`src/rtl/dram_axi_bridge_if.sv`:
```
// MemoryBus: request/response bus between the MemoryBus arbiter and a memory
// slave such as dram_axi_bridge.
//   Request  (master -> slave): msValid, msWrite, msAddress, msData, msID
//   Request  (slave -> master): msTaken
//   Response (slave -> master): smValid, smData, smID
//   Response (master -> slave): smTaken
interface MemoryBus #(
   parameter int DATA_WIDTH = 32,
   parameter int ADDR_WIDTH = 32,
   parameter int ID_WIDTH   = 8
);
   logic                  msValid;
   logic                  msTaken;
   logic                  msWrite;
   logic [ADDR_WIDTH-1:0] msAddress;
   logic [DATA_WIDTH-1:0] msData;
   logic [ID_WIDTH-1:0]   msID;
   logic                  smValid;
   logic                  smTaken;
   logic [DATA_WIDTH-1:0] smData;
   logic [ID_WIDTH-1:0]   smID;

   modport Master (
      output msValid, msWrite, msAddress, msData, msID, smTaken,
      input  msTaken, smValid, smData, smID
   );

   modport Slave (
      input  msValid, msWrite, msAddress, msData, msID, smTaken,
      output msTaken, smValid, smData, smID
   );
endinterface

```
`src/rtl/dram_axi_bridge.sv`:
```
// dram_axi_bridge: MemoryBus slave to AXI3 master adapter for the DRAM
// controller. One request is held in an issue register and driven onto AW/W
// (writes) or AR (reads). Outstanding writes and reads are tracked with credit
// counters, and read data returns through a RESP_DEPTH-entry FIFO.
// Ports:
//   clock, reset           clock and asynchronous active-low reset
//   bus                    MemoryBus slave side (requests in, read data out)
//   aw*/w*/b*/ar*/r*       AXI3 master channels (single-beat, fixed attributes)
//   error                  sticky flag for nonzero bresp/rresp or spurious responses
//   idle                   no request held, nothing outstanding, FIFO empty
module dram_axi_bridge #(
   parameter int DATA_WIDTH   = 32,
   parameter int ADDR_WIDTH   = 32,
   parameter int ID_WIDTH     = 6,
   parameter int MAX_WRITES   = 4,
   parameter int RESP_DEPTH   = 4,
   parameter int BUS_ID_WIDTH = 8
) (
   input  logic                    clock,
   input  logic                    reset,
   MemoryBus.Slave                 bus,
   output logic                    awvalid,
   input  logic                    awready,
   output logic [ADDR_WIDTH-1:0]   awaddr,
   output logic [ID_WIDTH-1:0]     awid,
   output logic [1:0]              awburst,
   output logic [3:0]              awlen,
   output logic [2:0]              awsize,
   output logic [1:0]              awlock,
   output logic [3:0]              awcache,
   output logic [2:0]              awprot,
   output logic [3:0]              awqos,
   output logic                    wvalid,
   input  logic                    wready,
   output logic [DATA_WIDTH-1:0]   wdata,
   output logic [ID_WIDTH-1:0]     wid,
   output logic                    wlast,
   output logic [DATA_WIDTH/8-1:0] wstrb,
   input  logic                    bvalid,
   output logic                    bready,
   input  logic [ID_WIDTH-1:0]     bid,
   input  logic [1:0]              bresp,
   output logic                    arvalid,
   input  logic                    arready,
   output logic [ADDR_WIDTH-1:0]   araddr,
   output logic [ID_WIDTH-1:0]     arid,
   output logic [1:0]              arburst,
   output logic [3:0]              arlen,
   output logic [2:0]              arsize,
   output logic [1:0]              arlock,
   output logic [3:0]              arcache,
   output logic [2:0]              arprot,
   output logic [3:0]              arqos,
   input  logic                    rvalid,
   output logic                    rready,
   input  logic [DATA_WIDTH-1:0]   rdata,
   input  logic [ID_WIDTH-1:0]     rid,
   input  logic [1:0]              rresp,
   input  logic                    rlast,
   output logic                    error,
   output logic                    idle
);
   localparam int WCW = $clog2(MAX_WRITES) + 1;
   localparam int RCW = $clog2(RESP_DEPTH) + 1;
   localparam int PW  = $clog2(RESP_DEPTH);

   typedef enum logic [1:0] {EMPTY, WR_PEND, RD_PEND} issue_state_t;

   issue_state_t          state;
   logic                  aw_done;
   logic                  w_done;
   logic [ADDR_WIDTH-1:0] issue_addr;
   logic [DATA_WIDTH-1:0] issue_data;
   logic [ID_WIDTH-1:0]   issue_id;
   logic [WCW-1:0]        wr_out;
   logic [RCW-1:0]        rd_out;
   logic [RCW-1:0]        fifo_count;
   logic [PW-1:0]         wr_ptr;
   logic [PW-1:0]         rd_ptr;
   logic [DATA_WIDTH-1:0] fifo_data [RESP_DEPTH];
   logic [ID_WIDTH-1:0]   fifo_id [RESP_DEPTH];

   logic aw_hs, w_hs, wr_complete, rd_complete, completing;
   logic wr_credit, rd_credit, ms_taken;
   logic b_spurious, r_spurious, push, pop;
   logic unused_inputs;

   // Fixed single-beat AXI3 attributes: INCR-free fixed burst, normal access,
   // bufferable/modifiable cache, full-width transfers.
   assign awburst = 2'd0;
   assign awlen   = 4'd0;
   assign awsize  = 3'($clog2(DATA_WIDTH/8));
   assign awlock  = 2'd0;
   assign awcache = 4'd3;
   assign awprot  = 3'd0;
   assign awqos   = 4'd0;
   assign arburst = 2'd0;
   assign arlen   = 4'd0;
   assign arsize  = 3'($clog2(DATA_WIDTH/8));
   assign arlock  = 2'd0;
   assign arcache = 4'd3;
   assign arprot  = 3'd0;
   assign arqos   = 4'd0;
   assign wstrb   = '1;
   assign bready  = 1'b1;
   assign rready  = 1'b1;

   assign awvalid = (state == WR_PEND) && !aw_done;
   assign wvalid  = (state == WR_PEND) && !w_done;
   assign wlast   = wvalid;
   assign arvalid = (state == RD_PEND);
   assign awaddr  = issue_addr;
   assign araddr  = issue_addr;
   assign awid    = issue_id;
   assign arid    = issue_id;
   assign wid     = issue_id;
   assign wdata   = issue_data;

   // A write completes once both halves are done, including handshakes
   // happening right now, so AW and W may finish in either order.
   assign aw_hs       = awvalid && awready;
   assign w_hs        = wvalid && wready;
   assign wr_complete = (state == WR_PEND) && (aw_done || aw_hs) && (w_done || w_hs);
   assign rd_complete = (state == RD_PEND) && arready;
   assign completing  = wr_complete || rd_complete;

   // Credits count the request sitting in the issue register, so a read can
   // never be issued without a FIFO slot waiting for its data.
   assign wr_credit = (int'(wr_out) + int'(state == WR_PEND)) < MAX_WRITES;
   assign rd_credit = (int'(rd_out) + int'(fifo_count) + int'(state == RD_PEND)) < RESP_DEPTH;
   assign ms_taken  = bus.msValid && (bus.msWrite ? wr_credit : rd_credit) &&
                      ((state == EMPTY) || completing);
   assign bus.msTaken = ms_taken;

   assign b_spurious = bvalid && !wr_complete && (wr_out == '0);
   assign r_spurious = rvalid && !rd_complete && (rd_out == '0);

   assign push        = rvalid && (fifo_count != RCW'(RESP_DEPTH));
   assign pop         = bus.smValid && bus.smTaken;
   assign bus.smValid = (fifo_count != '0);
   assign bus.smData  = fifo_data[rd_ptr];
   assign bus.smID    = BUS_ID_WIDTH'(fifo_id[rd_ptr]);

   assign idle = (state == EMPTY) && (wr_out == '0) && (rd_out == '0) && (fifo_count == '0);

   assign unused_inputs = &{1'b0, rlast, bid, bus.msID};

   // Issue register: a new request may be loaded in the same cycle the
   // current one completes, giving one request per cycle back to back.
   always_ff @(posedge clock or negedge reset) begin
      if (!reset) begin
         state      <= EMPTY;
         aw_done    <= 1'b0;
         w_done     <= 1'b0;
         issue_addr <= '0;
         issue_data <= '0;
         issue_id   <= '0;
      end else begin
         if (wr_complete) begin
            aw_done <= 1'b0;
            w_done  <= 1'b0;
         end else begin
            if (aw_hs) aw_done <= 1'b1;
            if (w_hs)  w_done  <= 1'b1;
         end
         if (ms_taken) begin
            state      <= bus.msWrite ? WR_PEND : RD_PEND;
            issue_addr <= bus.msAddress;
            issue_data <= bus.msData;
            issue_id   <= bus.msID[ID_WIDTH-1:0];
         end else if (completing) begin
            state <= EMPTY;
         end
      end
   end

   // Outstanding-transaction counters; a response arriving at zero is
   // ignored and flagged rather than wrapping the counter.
   always_ff @(posedge clock or negedge reset) begin
      if (!reset) begin
         wr_out <= '0;
         rd_out <= '0;
      end else begin
         if (wr_complete && !bvalid)
            wr_out <= wr_out + WCW'(1);
         else if (bvalid && !wr_complete && (wr_out != '0))
            wr_out <= wr_out - WCW'(1);
         if (rd_complete && !rvalid)
            rd_out <= rd_out + RCW'(1);
         else if (rvalid && !rd_complete && (rd_out != '0))
            rd_out <= rd_out - RCW'(1);
      end
   end

   // Read-response FIFO pointers and occupancy; pointers wrap naturally
   // because the depth is a power of two.
   always_ff @(posedge clock or negedge reset) begin
      if (!reset) begin
         wr_ptr     <= '0;
         rd_ptr     <= '0;
         fifo_count <= '0;
      end else begin
         if (push) wr_ptr <= wr_ptr + PW'(1);
         if (pop)  rd_ptr <= rd_ptr + PW'(1);
         if (push && !pop)
            fifo_count <= fifo_count + RCW'(1);
         else if (pop && !push)
            fifo_count <= fifo_count - RCW'(1);
      end
   end

   // FIFO storage needs no reset; occupancy alone says what is valid.
   always_ff @(posedge clock) begin
      if (push) begin
         fifo_data[wr_ptr] <= rdata;
         fifo_id[wr_ptr]   <= rid;
      end
   end

   // Sticky error flag for bad responses and responses nobody asked for.
   always_ff @(posedge clock or negedge reset) begin
      if (!reset)
         error <= 1'b0;
      else if ((bvalid && (bresp != 2'd0)) || (rvalid && (rresp != 2'd0)) ||
               b_spurious || r_spurious)
         error <= 1'b1;
   end
endmodule

```
`src/flat_wrapper.sv`:
```
// flat-port wrapper written by rule: the top's interface ports become plain ports
module dram_axi_bridge_flat 
#(
   parameter int DATA_WIDTH   = 32,
   parameter int ADDR_WIDTH   = 32,
   parameter int ID_WIDTH     = 6,
   parameter int MAX_WRITES   = 4,
   parameter int RESP_DEPTH   = 4,
   parameter int BUS_ID_WIDTH = 8
)
  (clock, reset, awvalid, awready, awaddr, awid, awburst, awlen, awsize, awlock, awcache, awprot, awqos, wvalid, wready, wdata, wid, wlast, wstrb, bvalid, bready, bid, bresp, arvalid, arready, araddr, arid, arburst, arlen, arsize, arlock, arcache, arprot, arqos, rvalid, rready, rdata, rid, rresp, rlast, error, idle, bus_msValid, bus_msWrite, bus_msAddress, bus_msData, bus_msID, bus_smTaken, bus_msTaken, bus_smValid, bus_smData, bus_smID);
  MemoryBus #(.DATA_WIDTH(DATA_WIDTH), .ADDR_WIDTH(ADDR_WIDTH), .ID_WIDTH(ID_WIDTH)) bus_i ();
  input  logic clock;
  input  logic reset;
  output logic awvalid;
  input  logic awready;
  output logic [ADDR_WIDTH-1:0] awaddr;
  output logic [ID_WIDTH-1:0] awid;
  output logic [1:0] awburst;
  output logic [3:0] awlen;
  output logic [2:0] awsize;
  output logic [1:0] awlock;
  output logic [3:0] awcache;
  output logic [2:0] awprot;
  output logic [3:0] awqos;
  output logic wvalid;
  input  logic wready;
  output logic [DATA_WIDTH-1:0] wdata;
  output logic [ID_WIDTH-1:0] wid;
  output logic wlast;
  output logic [DATA_WIDTH/8-1:0] wstrb;
  input  logic bvalid;
  output logic bready;
  input  logic [ID_WIDTH-1:0] bid;
  input  logic [1:0] bresp;
  output logic arvalid;
  input  logic arready;
  output logic [ADDR_WIDTH-1:0] araddr;
  output logic [ID_WIDTH-1:0] arid;
  output logic [1:0] arburst;
  output logic [3:0] arlen;
  output logic [2:0] arsize;
  output logic [1:0] arlock;
  output logic [3:0] arcache;
  output logic [2:0] arprot;
  output logic [3:0] arqos;
  input  logic rvalid;
  output logic rready;
  input  logic [DATA_WIDTH-1:0] rdata;
  input  logic [ID_WIDTH-1:0] rid;
  input  logic [1:0] rresp;
  input  logic rlast;
  output logic error;
  output logic idle;
  input wire logic [$bits(bus_i.msValid)-1:0] bus_msValid;
  input wire logic [$bits(bus_i.msWrite)-1:0] bus_msWrite;
  input wire logic [$bits(bus_i.msAddress)-1:0] bus_msAddress;
  input wire logic [$bits(bus_i.msData)-1:0] bus_msData;
  input wire logic [$bits(bus_i.msID)-1:0] bus_msID;
  input wire logic [$bits(bus_i.smTaken)-1:0] bus_smTaken;
  output wire logic [$bits(bus_i.msTaken)-1:0] bus_msTaken;
  output wire logic [$bits(bus_i.smValid)-1:0] bus_smValid;
  output wire logic [$bits(bus_i.smData)-1:0] bus_smData;
  output wire logic [$bits(bus_i.smID)-1:0] bus_smID;
  assign bus_i.msValid = bus_msValid;
  assign bus_i.msWrite = bus_msWrite;
  assign bus_i.msAddress = bus_msAddress;
  assign bus_i.msData = bus_msData;
  assign bus_i.msID = bus_msID;
  assign bus_i.smTaken = bus_smTaken;
  assign bus_msTaken = bus_i.msTaken;
  assign bus_smValid = bus_i.smValid;
  assign bus_smData = bus_i.smData;
  assign bus_smID = bus_i.smID;
  dram_axi_bridge #(.DATA_WIDTH(DATA_WIDTH), .ADDR_WIDTH(ADDR_WIDTH), .ID_WIDTH(ID_WIDTH), .MAX_WRITES(MAX_WRITES), .RESP_DEPTH(RESP_DEPTH), .BUS_ID_WIDTH(BUS_ID_WIDTH)) u_core (.clock(clock), .reset(reset), .bus(bus_i), .awvalid(awvalid), .awready(awready), .awaddr(awaddr), .awid(awid), .awburst(awburst), .awlen(awlen), .awsize(awsize), .awlock(awlock), .awcache(awcache), .awprot(awprot), .awqos(awqos), .wvalid(wvalid), .wready(wready), .wdata(wdata), .wid(wid), .wlast(wlast), .wstrb(wstrb), .bvalid(bvalid), .bready(bready), .bid(bid), .bresp(bresp), .arvalid(arvalid), .arready(arready), .araddr(araddr), .arid(arid), .arburst(arburst), .arlen(arlen), .arsize(arsize), .arlock(arlock), .arcache(arcache), .arprot(arprot), .arqos(arqos), .rvalid(rvalid), .rready(rready), .rdata(rdata), .rid(rid), .rresp(rresp), .rlast(rlast), .error(error), .idle(idle));
endmodule
```
`config.mk`:
```
export PLATFORM = sky130hd
export DESIGN_NAME = dram_axi_bridge_flat
export DESIGN_NICKNAME = d
export VERILOG_FILES = /design/src/rtl/dram_axi_bridge_if.sv /design/src/rtl/dram_axi_bridge.sv /design/src/flat_wrapper.sv
export SDC_FILE = /design/constraint.sdc
export NUM_CORES = 1
export LEC_CHECK = 0
export CAP_MARGIN = 15
export CORE_ASPECT_RATIO = 1.2
export CORE_MARGIN = 3
export CORE_UTILIZATION = 46
export DETAILED_ROUTE_END_ITERATION = 7
export GPL_TIMING_DRIVEN = 0
export PLACE_DENSITY = 0.82
export SLEW_MARGIN = 10
export SYNTH_ARGS = -nofsm -noshare
export SYNTH_HDL_FRONTEND = slang
export SYNTH_SLANG_ARGS = --single-unit
```
`constraint.sdc`:
```
create_clock -name clock -period 3.2 [get_ports clock]
set_input_delay 0.32 -clock clock [delete_from_list [all_inputs] [get_ports clock]]
set_output_delay 0.32 -clock clock [all_outputs]
set_load 0.02 [all_outputs]
```
==> results.yml, run 1 <==
detailed_routing:
  drtIter0Drc: 307
  wl_per_cell_um: 19.1
  num_vias: 5742
  drt_pass1_iterations: 6
  routed_wl_um: 22800
  drc: 0
  vias_per_cell: 4.80
  ant_nets: 0
clock_tree:
  clk_pin_slew_ns: 0.06
  clock_path_buffers: 3
  root_buffer: "clkbuf_16"
  insertion_delay_ns: 0.50
  clock-sinks: 240
  cts_tree: "built"
  cts-htree-levels: 1
  cts-buffers-inserted: 23
sta:
  hold_viol_final: 0
  rsz0062_at_grt: "no"
  relSlewSlack_pct: 56.5
  final.setup_skew_ns: 0.0102
  worstMarginPinSlew_ns: 0.652
  setup_viol: 0
  period_needed_ns: 3.06
  max_freq_ghz: 0.327
  post-route-period-util_pct: 95.7
  drv_slew: 0
  setup_tns_ns: 0
synthesis:
  ys_ff_latch: 240
  synth.area.top_cells: "edfxtp_1 (45%), dfrtp_1 (21%), mux2_4 (10%)"
  synth_area_leader_cell: "edfxtp_1"
  synth.distinct_cells: 44
  yosys.area_share.adder_pct: 1.76
  yosysSeqAreaShare_pct: 66.0
  synthTopCellsByCount: "edfxtp_1 (152), buf_4 (95), dfrtp_1 (88)"
  synth-compound-area-share_pct: 1.33
  yosys.area_share.xor_xnor_pct: 0.854
  syn_avg_cell_area_um2: 18.7
  ys_warn_count: 0
  yosys.cell_count.top_type: "edfxtp_1"
  synthSimpleGateAreaFrac_pct: 2.14
  synth_top_area_share_pct: 44.5
  syn-cell-area_um2: 10300
  muxShareOfSynthArea_pct: 18.9
  synth_top_family_by_area: "multiplexers"
  postSynth.asyncResetShare_pct: 36.7
  syn_inst: 548
  synth_edf_count: 152
  ys.flop_type: "edfxtp_1"
setup_path:
  r2r_slack_ns: 0.47
  ff2ff_path_depth: 9
  r2r-end: "u_core.wdata[14]"
  cp.buffers_inverters: 3
  cpPeakStageDelay_ns: 0.58
  crit_family: "buffers and inverters"
  worst-path-max-fanout: 10
  crit_chain: "clkbuf_1 -> clkbuf_2 -> mux4_2 -> clkdlybuf4s50_1"
  cp-start-kind: "register"
  cpMaxStageDelayCell: "clkdlybuf4s50_1"
  cp.required_ns: 2.88
  path_class: "reg -> out"
  critPathCaptureType: "output pin"
  crit_arrival_ns: 2.74
  r2r-start: "u_core.fifo_count[0]"
cells_and_area:
  seq_area_um2: 6770
  multi_input_area_um2: 2760
  finish.net_count: 1050
  fillers: 1517
  area_delta_synth_final_pct: 40.8
  fin_area_um2: 14400
  diodes: 0
  drive_above_1_share_pct: 28.8
  finalNonFillerCells: 1197
placement:
  dp_hpwl_um: 16600
  port_buffers: 281
  placed_cells: 1156
  gp_congestion: 0.737
  dpl-instance-area_um2: 13700
global_routing:
  grt_usage_pct: 18.2
  antenna_found_initial: 1
  grt_pass1_wl_um: 34400
  grt-ovfl-total: 0
  grt_pass1_vias: 6222
  grt_max_degree: 49
status:
  run_status: "finished clean"
die:
  die_area_um2: 24100
  initial_core_util_pct: 47.1
  row_count: 59
  die-width_um: 142
  core_region_area_um2: 21800
  ios: 339
  die_h_um: 170
power_and_ir_drop:
  ir_worst_vdd_uv: 652
  powerDensity_nw_per_um2: 1040
  leakagePower_nw: 5.68
worst_hold_path:
  worstHoldPathType: "in -> async"
job:
  maxCapViolCount: 0
-- power breakdown --
| group | leakage [nW] | switching, mW | total, mW | internal, mW |
|---|---|---|---|---|
| Combinational | 2.91 | 3.42 | 7.58 | 4.16 |
| Sequential | 2.43 | 0.600 | 4.91 | 4.31 |
| Clock | 0.345 | 1.09 | 2.59 | 1.51 |
-- cells by family after synthesis --
logic type | after synthesis
AO/OA/AOI/OAI | 17
XOR/XNOR | 10
adder cells (fa/ha/maj) | 12
buffers and inverters | 117
flip-flops | 240
multiplexers | 112
other | 2
AND/OR/NAND/NOR | 38
-- how the worst max path moves through the flow --
stage | slack, ns | cells after the start | end | start
after floorplan | 0.70 | 8 | u_core.araddr[10] | u_core.fifo_count[0]
after global placement | -1.45 | 1 | u_core.arid[0] | reset
after detailed placement | -0.002 | 8 | bus_msTaken | u_core.fifo_count[0]
after CTS | 0.000004 | 8 | bus_msTaken | u_core.fifo_count[0]
after global routing | 0.05 | 4 | bus_smData[17] | u_core.rd_ptr[1]
final | 0.14 | 4 | bus_smData[26] | u_core.rd_ptr[1]
-- what timing repair did --
action	in CTS	in global routing
endpoints found under the setup margin	11	1
setup buffers	1	0
hold buffers	1	0
hold endpoints to repair	40	0
pin swaps	1	0
gates resized for setup	2	2
-- cell type report --
| class | instances | share of cell area [%] |
|---|---|---|
| buffer | 111 | 6.19 |
| clock buffer | 29 | 4.21 |
| clock inverter | 10 | 0.745 |
| inverter | 6 | 0.156 |
| multi-input combinational | 239 | 19.1 |
| sequential | 240 | 46.9 |
| tap | 274 | 2.37 |
| timing repair buffer | 288 | 20.3 |
-- placed cells by master, fill, tap and decap left out, types with 8 or more instances in the layout --
| cell type | instances |
|---|---|
| clkdlybuf4s50_1 | 279 |
| edfxtp_1 | 152 |
| buf_4 | 97 |
| dfrtp_1 | 88 |
| mux2_4 | 68 |
| conb_1 | 50 |
| mux4_2 | 38 |
| clkbuf_16 | 23 |
| nor2_1 | 11 |
| buf_12 | 10 |
| clkbuf_1 | 9 |
| ha_1 | 8 |
-- per-stage QoR --
| stage | util (%) | setup slack, ns | power (mW) | hold slack, ns |
|---|---|---|---|---|
| 3_3_place_gp | 62.4 | -1.45 | 12.4 | 0.470 |
| 5_1_grt | 66.3 | 0.0454 | 15.8 | 0.393 |
| 2_1_floorplan | - | 0.702 | 9.45 | 0.0244 |
| 4_1_cts | 66.3 | 0.00000377 | 15.3 | 0.357 |
| 3_5_place_dp | 62.9 | -0.00180 | 12.6 | 0.348 |
| 6_report | 66.3 | 0.138 | 15.1 | 0.361 |
-- registers in the layout, summed over array words and instances (netlist names), 3 cells and up --
register           count
u_core.araddr         32
u_core.arid            6
u_core.fifo_count      3
u_core.fifo_data     128
u_core.fifo_id        24
u_core.rd_out          3
u_core.wdata          32
u_core.wr_out          3
-- layer usage --
metal  GRT usage, %  share of wire [%]
met4           3.27                1.3
met5              0              0.070
met1           22.5                 39
met3           5.78                8.9
met2           32.0                 51
Power figures use the tool's default switching activity.
==> run 2, diff against run 1 <==
- GPL_TIMING_DRIVEN: 0 -> not set
==> results.yml, run 2 (synthesis gave the netlist of run 1 again) <==
cells_and_area:
  area_delta_synth_final_pct: 34.2
  largest_register: "u_core.fifo_data"
  fillers: 1571
  final_common_cell: "clkdlybuf4s50_1"
  mostFrequentLayoutCells: "clkdlybuf4s50_1 (279), edfxtp_1 (152), dfrtp_1 (86), mux2_4 (68), conb_1 (50)"
  drive_above_1_share_pct: 21.1
  largest_register_ffs: 128
  finish.net_count: 945
sta:
  fin_ws_ns: 0.275
  period_needed_ns: 2.93
  drv_slew: 0
  worstMarginPinSlew_ns: 0.842
  hold_viol_final: 0
  relSlewSlack_pct: 43.9
  setup_tns_ns: 0
  rsz0062_at_grt: "no"
  final.setup_skew_ns: 0.0183
  setup_viol: 0
  post-route-period-util_pct: 91.4
  max_freq_ghz: 0.342
clock_tree:
  cts-htree-levels: 1
  insertion_delay_ns: 0.51
  clock-sinks: 240
  cts_setup_buffers: 0
  cts_tree: "built"
  cts-buffers-inserted: 24
  clock_path_buffers: 3
  root_buffer: "clkbuf_16"
  clk_pin_slew_ns: 0.07
setup_path:
  crit_chain: "ha_1 -> fa_1 -> nor2b_1 -> a311oi_2 -> o221ai_2 -> nor2_8 -> clkbuf_2"
  worst-path-max-fanout: 5
  cpMaxStageDelayCell: "dfrtp_1"
  cp.required_ns: 2.88
  cpPeakStageDelay_ns: 0.45
  crit_start: "u_core.fifo_count[0]"
  cp-start-kind: "register"
  crit_arrival_ns: 2.61
  critPathCaptureType: "output pin"
  crit_family: "adder cells"
  path_class: "reg -> out"
  cp.buffers_inverters: 1
  r2r-start: "u_core.fifo_count[0]"
detailed_routing:
  drc: 0
  wl_per_cell_um: 19.6
  ant_nets: 0
  vias_per_cell: 4.92
  drt_pass1_iterations: 4
  drtIter0Drc: 264
  num_vias: 5396
  routed_wl_um: 21500
die:
  die-width_um: 142
  ios: 339
  die_area_um2: 24100
  die_h_um: 170
  row_count: 59
  initial_core_util_pct: 47.1
  core_region_area_um2: 21800
global_routing:
  antenna_found_initial: 1
  grt_max_degree: 67
  grt_pass1_vias: 5882
  grt_usage_pct: 17.0
  grt-ovfl-total: 0
  grt_pass1_wl_um: 32400
power_and_ir_drop:
  power.switching_mw: 5.01
  p_int_mw: 9.93
  powerDensity_nw_per_um2: 1090
  leakagePower_nw: 5.21
  clkPwrFrac_pct: 20.4
  combPwrFrac_pct: 46.1
  swShare_pct: 33.5
  ir_worst_vdd_uv: 693
  p_seq_share_pct: 33.5
placement:
  port_buffers: 281
  dp_slack_ns: 0.339
  dp_hpwl_um: 14800
  gp_congestion: 0.741
job:
  maxCapViolCount: 0
worst_hold_path:
  hp-start: "bus_msAddress[15]"
  worstHoldPathType: "in -> reg"
status:
  run_status: "finished clean"
==> run 2: cell types whose count changed in the layout (fill, tap and decap cells not counted), sizes merged <==
cell	change
diode	+1
clkinv	-1
buf	-101
inv	-2
clkbuf	-6
bufinv	+4
clkinvlp	+4
==> run 2: final cells by class <==
| cell class | instances | area [um^2] | share of cell area (%) |
|---|---|---|---|
| Antenna cell | 1 | 2.50 | 0.0182 |
| Clock buffer | 28 | 637 | 4.63 |
| Clock inverter | 15 | 239 | 1.74 |
| Inverter | 6 | 22.5 | 0.164 |
| Multi-Input combinational cell | 239 | 2760 | 20.1 |
| Sequential cell | 240 | 6770 | 49.2 |
| Tap cell | 274 | 343 | 2.49 |
| Timing Repair Buffer | 293 | 2990 | 21.7 |
==> run 2: layer usage <==
layer,up-vias,GRT usage (%),part of all wire [%]
met1,2708,22.0,40
met4,2,3.31,1.5
met5,-,0,0.047
met3,31,4.90,9.0
met2,246,29.0,50
li1,2409,-,-
==> run 2: worst paths after layout <==
check / depth (start not counted) / slack, ns / end
max: 7 / 0.27 / bus_msTaken
min: 2 / 0.42 / u_core.araddr[15]
max reg2reg: 8 / 0.43 / u_core.wdata[28]
min reg2reg: 1 / 0.49 / u_core.error
max in group asynchronous: 3 / 1.86 / u_core.araddr[7]
min in group asynchronous: 2 / 0.47 / u_core.wdata[1]
==> run 2: worst register-to-register path: cells and delay by family (launching register included) <==
| kind | cells | cell delay, ns |
|---|---|---|
| muxes | 1 | 0.35 |
| DFF | 1 | 0.45 |
| adders and majority gates | 2 | 0.65 |
| AOI/OAI and AO/OA | 2 | 0.48 |
| buffers and inverters | 1 | 0.40 |
| and+or+nand+nor | 2 | 0.33 |
==> run 2: per-stage QoR <==
| step | std cells | hold WS [ns] | utilization (%) | instance area (um^2) | total power, mW |
|---|---|---|---|---|---|
| finish | 1096 | 0.417 | 63.2 | 13800 | 14.9 |
| global route | 1095 | 0.400 | 63.2 | 13800 | 15.7 |
| CTS | 1095 | 0.392 | 63.2 | 13800 | 15.1 |
| detailed placement | 1051 | 0.475 | 59.1 | 12900 | 12.0 |
| global placement | 1051 | 0.469 | 59.1 | 12900 | 11.9 |
| floorplan | 596 | 0.0244 | - | 10400 | 9.45 |
==> run 2: what timing repair did <==
action                                  in CTS  in global routing
pin swaps                                    0                  0
endpoints found under the hold margin       65                  0
gates resized for setup                      1                  2
hold buffers                                 1                  0
cloned                                       0                  0
endpoints found under the setup margin       1                  1
==> run 2: power groups by stage <==
stage          clock [mW]  combinational (mW)  sequential, mW
3_5_place_dp            0                6.97            5.03
2_1_floorplan           0                4.08            5.38
3_3_place_gp            0                6.88            5.01
4_1_cts              3.13                6.99            5.02
6_report             3.05                6.89            5.00
5_1_grt              3.25                7.28            5.13
==> run 3, diff against run 2 <==
- clock period: 3.2 -> 3.3 ns (I/O delays scaled with it)
==> results.yml, run 3 (synthesis gave the netlist of run 1 again) <==
sta:
  hold_viol_final: 0
  max_freq_ghz: 0.326
  fin_ws_ns: 0.228
  relSlewSlack_pct: 46.5
  setup_tns_ns: 0
  setup_viol: 0
  worstMarginPinSlew_ns: 0.802
  final.setup_skew_ns: 0.0134
  period_needed_ns: 3.07
  drv_slew: 0
  rsz0062_at_grt: "no"
  post-route-period-util_pct: 93.1
setup_path:
  crit_arrival_ns: 2.74
  worst-path-max-fanout: 5
  crit_family: "adder cells"
  critPathCaptureType: "output pin"
  cpMaxStageDelayCell: "dfrtp_1"
  crit_chain: "ha_1 -> fa_1 -> nor2b_1 -> a311oi_2 -> o221ai_2 -> nor2_8 -> dlygate4sd2_1"
  cp.buffers_inverters: 1
  cp.required_ns: 2.97
  ff2ff_path_depth: 8
  cpPeakStageDelay_ns: 0.45
  path_depth: 7
  cp-start-kind: "register"
  r2r_slack_ns: 0.45
  path_class: "reg -> out"
placement:
  gp_congestion: 0.755
  dp_hpwl_um: 14900
  dp_slack_ns: 0.437
  port_buffers: 281
die:
  die_h_um: 170
  ios: 339
  row_count: 59
  core_region_area_um2: 21800
  die_area_um2: 24100
  initial_core_util_pct: 47.1
  die-width_um: 142
cells_and_area:
  largest_register_ffs: 128
  mostFrequentLayoutCells: "clkdlybuf4s50_1 (279), edfxtp_1 (152), dfrtp_1 (86), mux2_4 (68), conb_1 (50)"
  largest_register: "u_core.fifo_data"
  final_common_cell: "clkdlybuf4s50_1"
  area_delta_synth_final_pct: 32.7
  drive_above_1_share_pct: 20.1
  finish.net_count: 942
detailed_routing:
  routed_wl_um: 21500
  wl_met3_um: 2230
  vias_per_cell: 4.96
  wl_met2_um: 10800
  ant_nets: 0
  met1_length_um: 8310
  drt_pass1_iterations: 4
  top_layer: "met5"
  num_vias: 5419
  drtIter0Drc: 262
  drc: 0
  wl_per_cell_um: 19.7
power_and_ir_drop:
  leakagePower_nw: 5.14
  powerDensity_nw_per_um2: 1030
  ir_worst_vdd_uv: 708
global_routing:
  grt_pass1_wl_um: 32900
  grt_pass1_vias: 5879
  antenna_found_initial: 3
  grt_max_degree: 72
  grt-ovfl-total: 0
  grt_usage_pct: 17.3
clock_tree:
  insertion_delay_ns: 0.51
  cts_setup_buffers: 0
  clock_path_buffers: 3
  cts-htree-levels: 1
  root_buffer: "clkbuf_16"
  clock-sinks: 240
  cts_tree: "built"
  clk_pin_slew_ns: 0.07
  cts-buffers-inserted: 23
status:
  run_status: "finished clean"
worst_hold_path:
  worstHoldPathType: "in -> reg"
  hold_path_depth: 2
job:
  maxCapViolCount: 0
==> run 3: final timing paths <==
check,from,to
worst max-delay path,u_core.fifo_count[0],bus_msTaken
worst min-delay path,bus_msAddress[15],u_core.araddr[15]
worst max register to register,u_core.fifo_count[0],u_core.wdata[17]
worst min register to register,u_core.error,u_core.error
max in group asynchronous,reset,u_core.arid[5]
min in group asynchronous,reset,u_core.wdata[5]
==> run 3: cell type report <==
cell class,instances,area (um^2)
antenna,2,5.00
timing repair buffer,291,2970
multi-input combinational,239,2760
clock inverter,17,164
tap,274,343
sequential,240,6770
fill,1544,8170
clock buffer,23,576
inverter,6,22.5
==> run 3: where the power goes <==
part           switching (mW)  leakage, nW  internal (mW)  total [mW]
Combinational            3.07         2.37           3.58        6.64
Sequential              0.679         2.43           4.18        4.86
Clock                    1.07        0.346           1.50        2.57
==> run 3: worst reg2reg max path: stages (launching register included) <==
cell	delay [ns]
dfrtp_1	0.45
ha_1	0.26
fa_1	0.38
nor2b_1	0.15
a311oi_2	0.26
o221ai_2	0.20
nor2_8	0.17
buf_12	0.39
mux2_4	0.48
==> run 3: through the flow <==
step	instances	total power, mW	utilization (%)	area, um^2	hold slack, ns
2_1_floorplan	596	9.17	-	10400	0.0344
3_3_place_gp	1049	11.5	59.0	12900	0.468
3_5_place_dp	1049	11.6	59.0	12900	0.469
4_1_cts	1090	14.3	62.5	13600	0.409
5_1_grt	1090	14.8	62.5	13600	0.414
6_report	1092	14.1	62.5	13600	0.432
==> run 3: routing by layer <==
layer  vias up  track usage (%)
li1       2405                -
met4         2             2.85
met2       262             29.1
met5         -                0
met1      2728             22.1
met3        22             6.17
==> run 3: what timing repair did <==
action | 4_1_cts | 5_1_grt
endpoints found under the setup margin | 1 | 0
hold buffers | 1 | 0
gates resized for setup | 1 | 0
hold endpoints to repair | 62 | 0
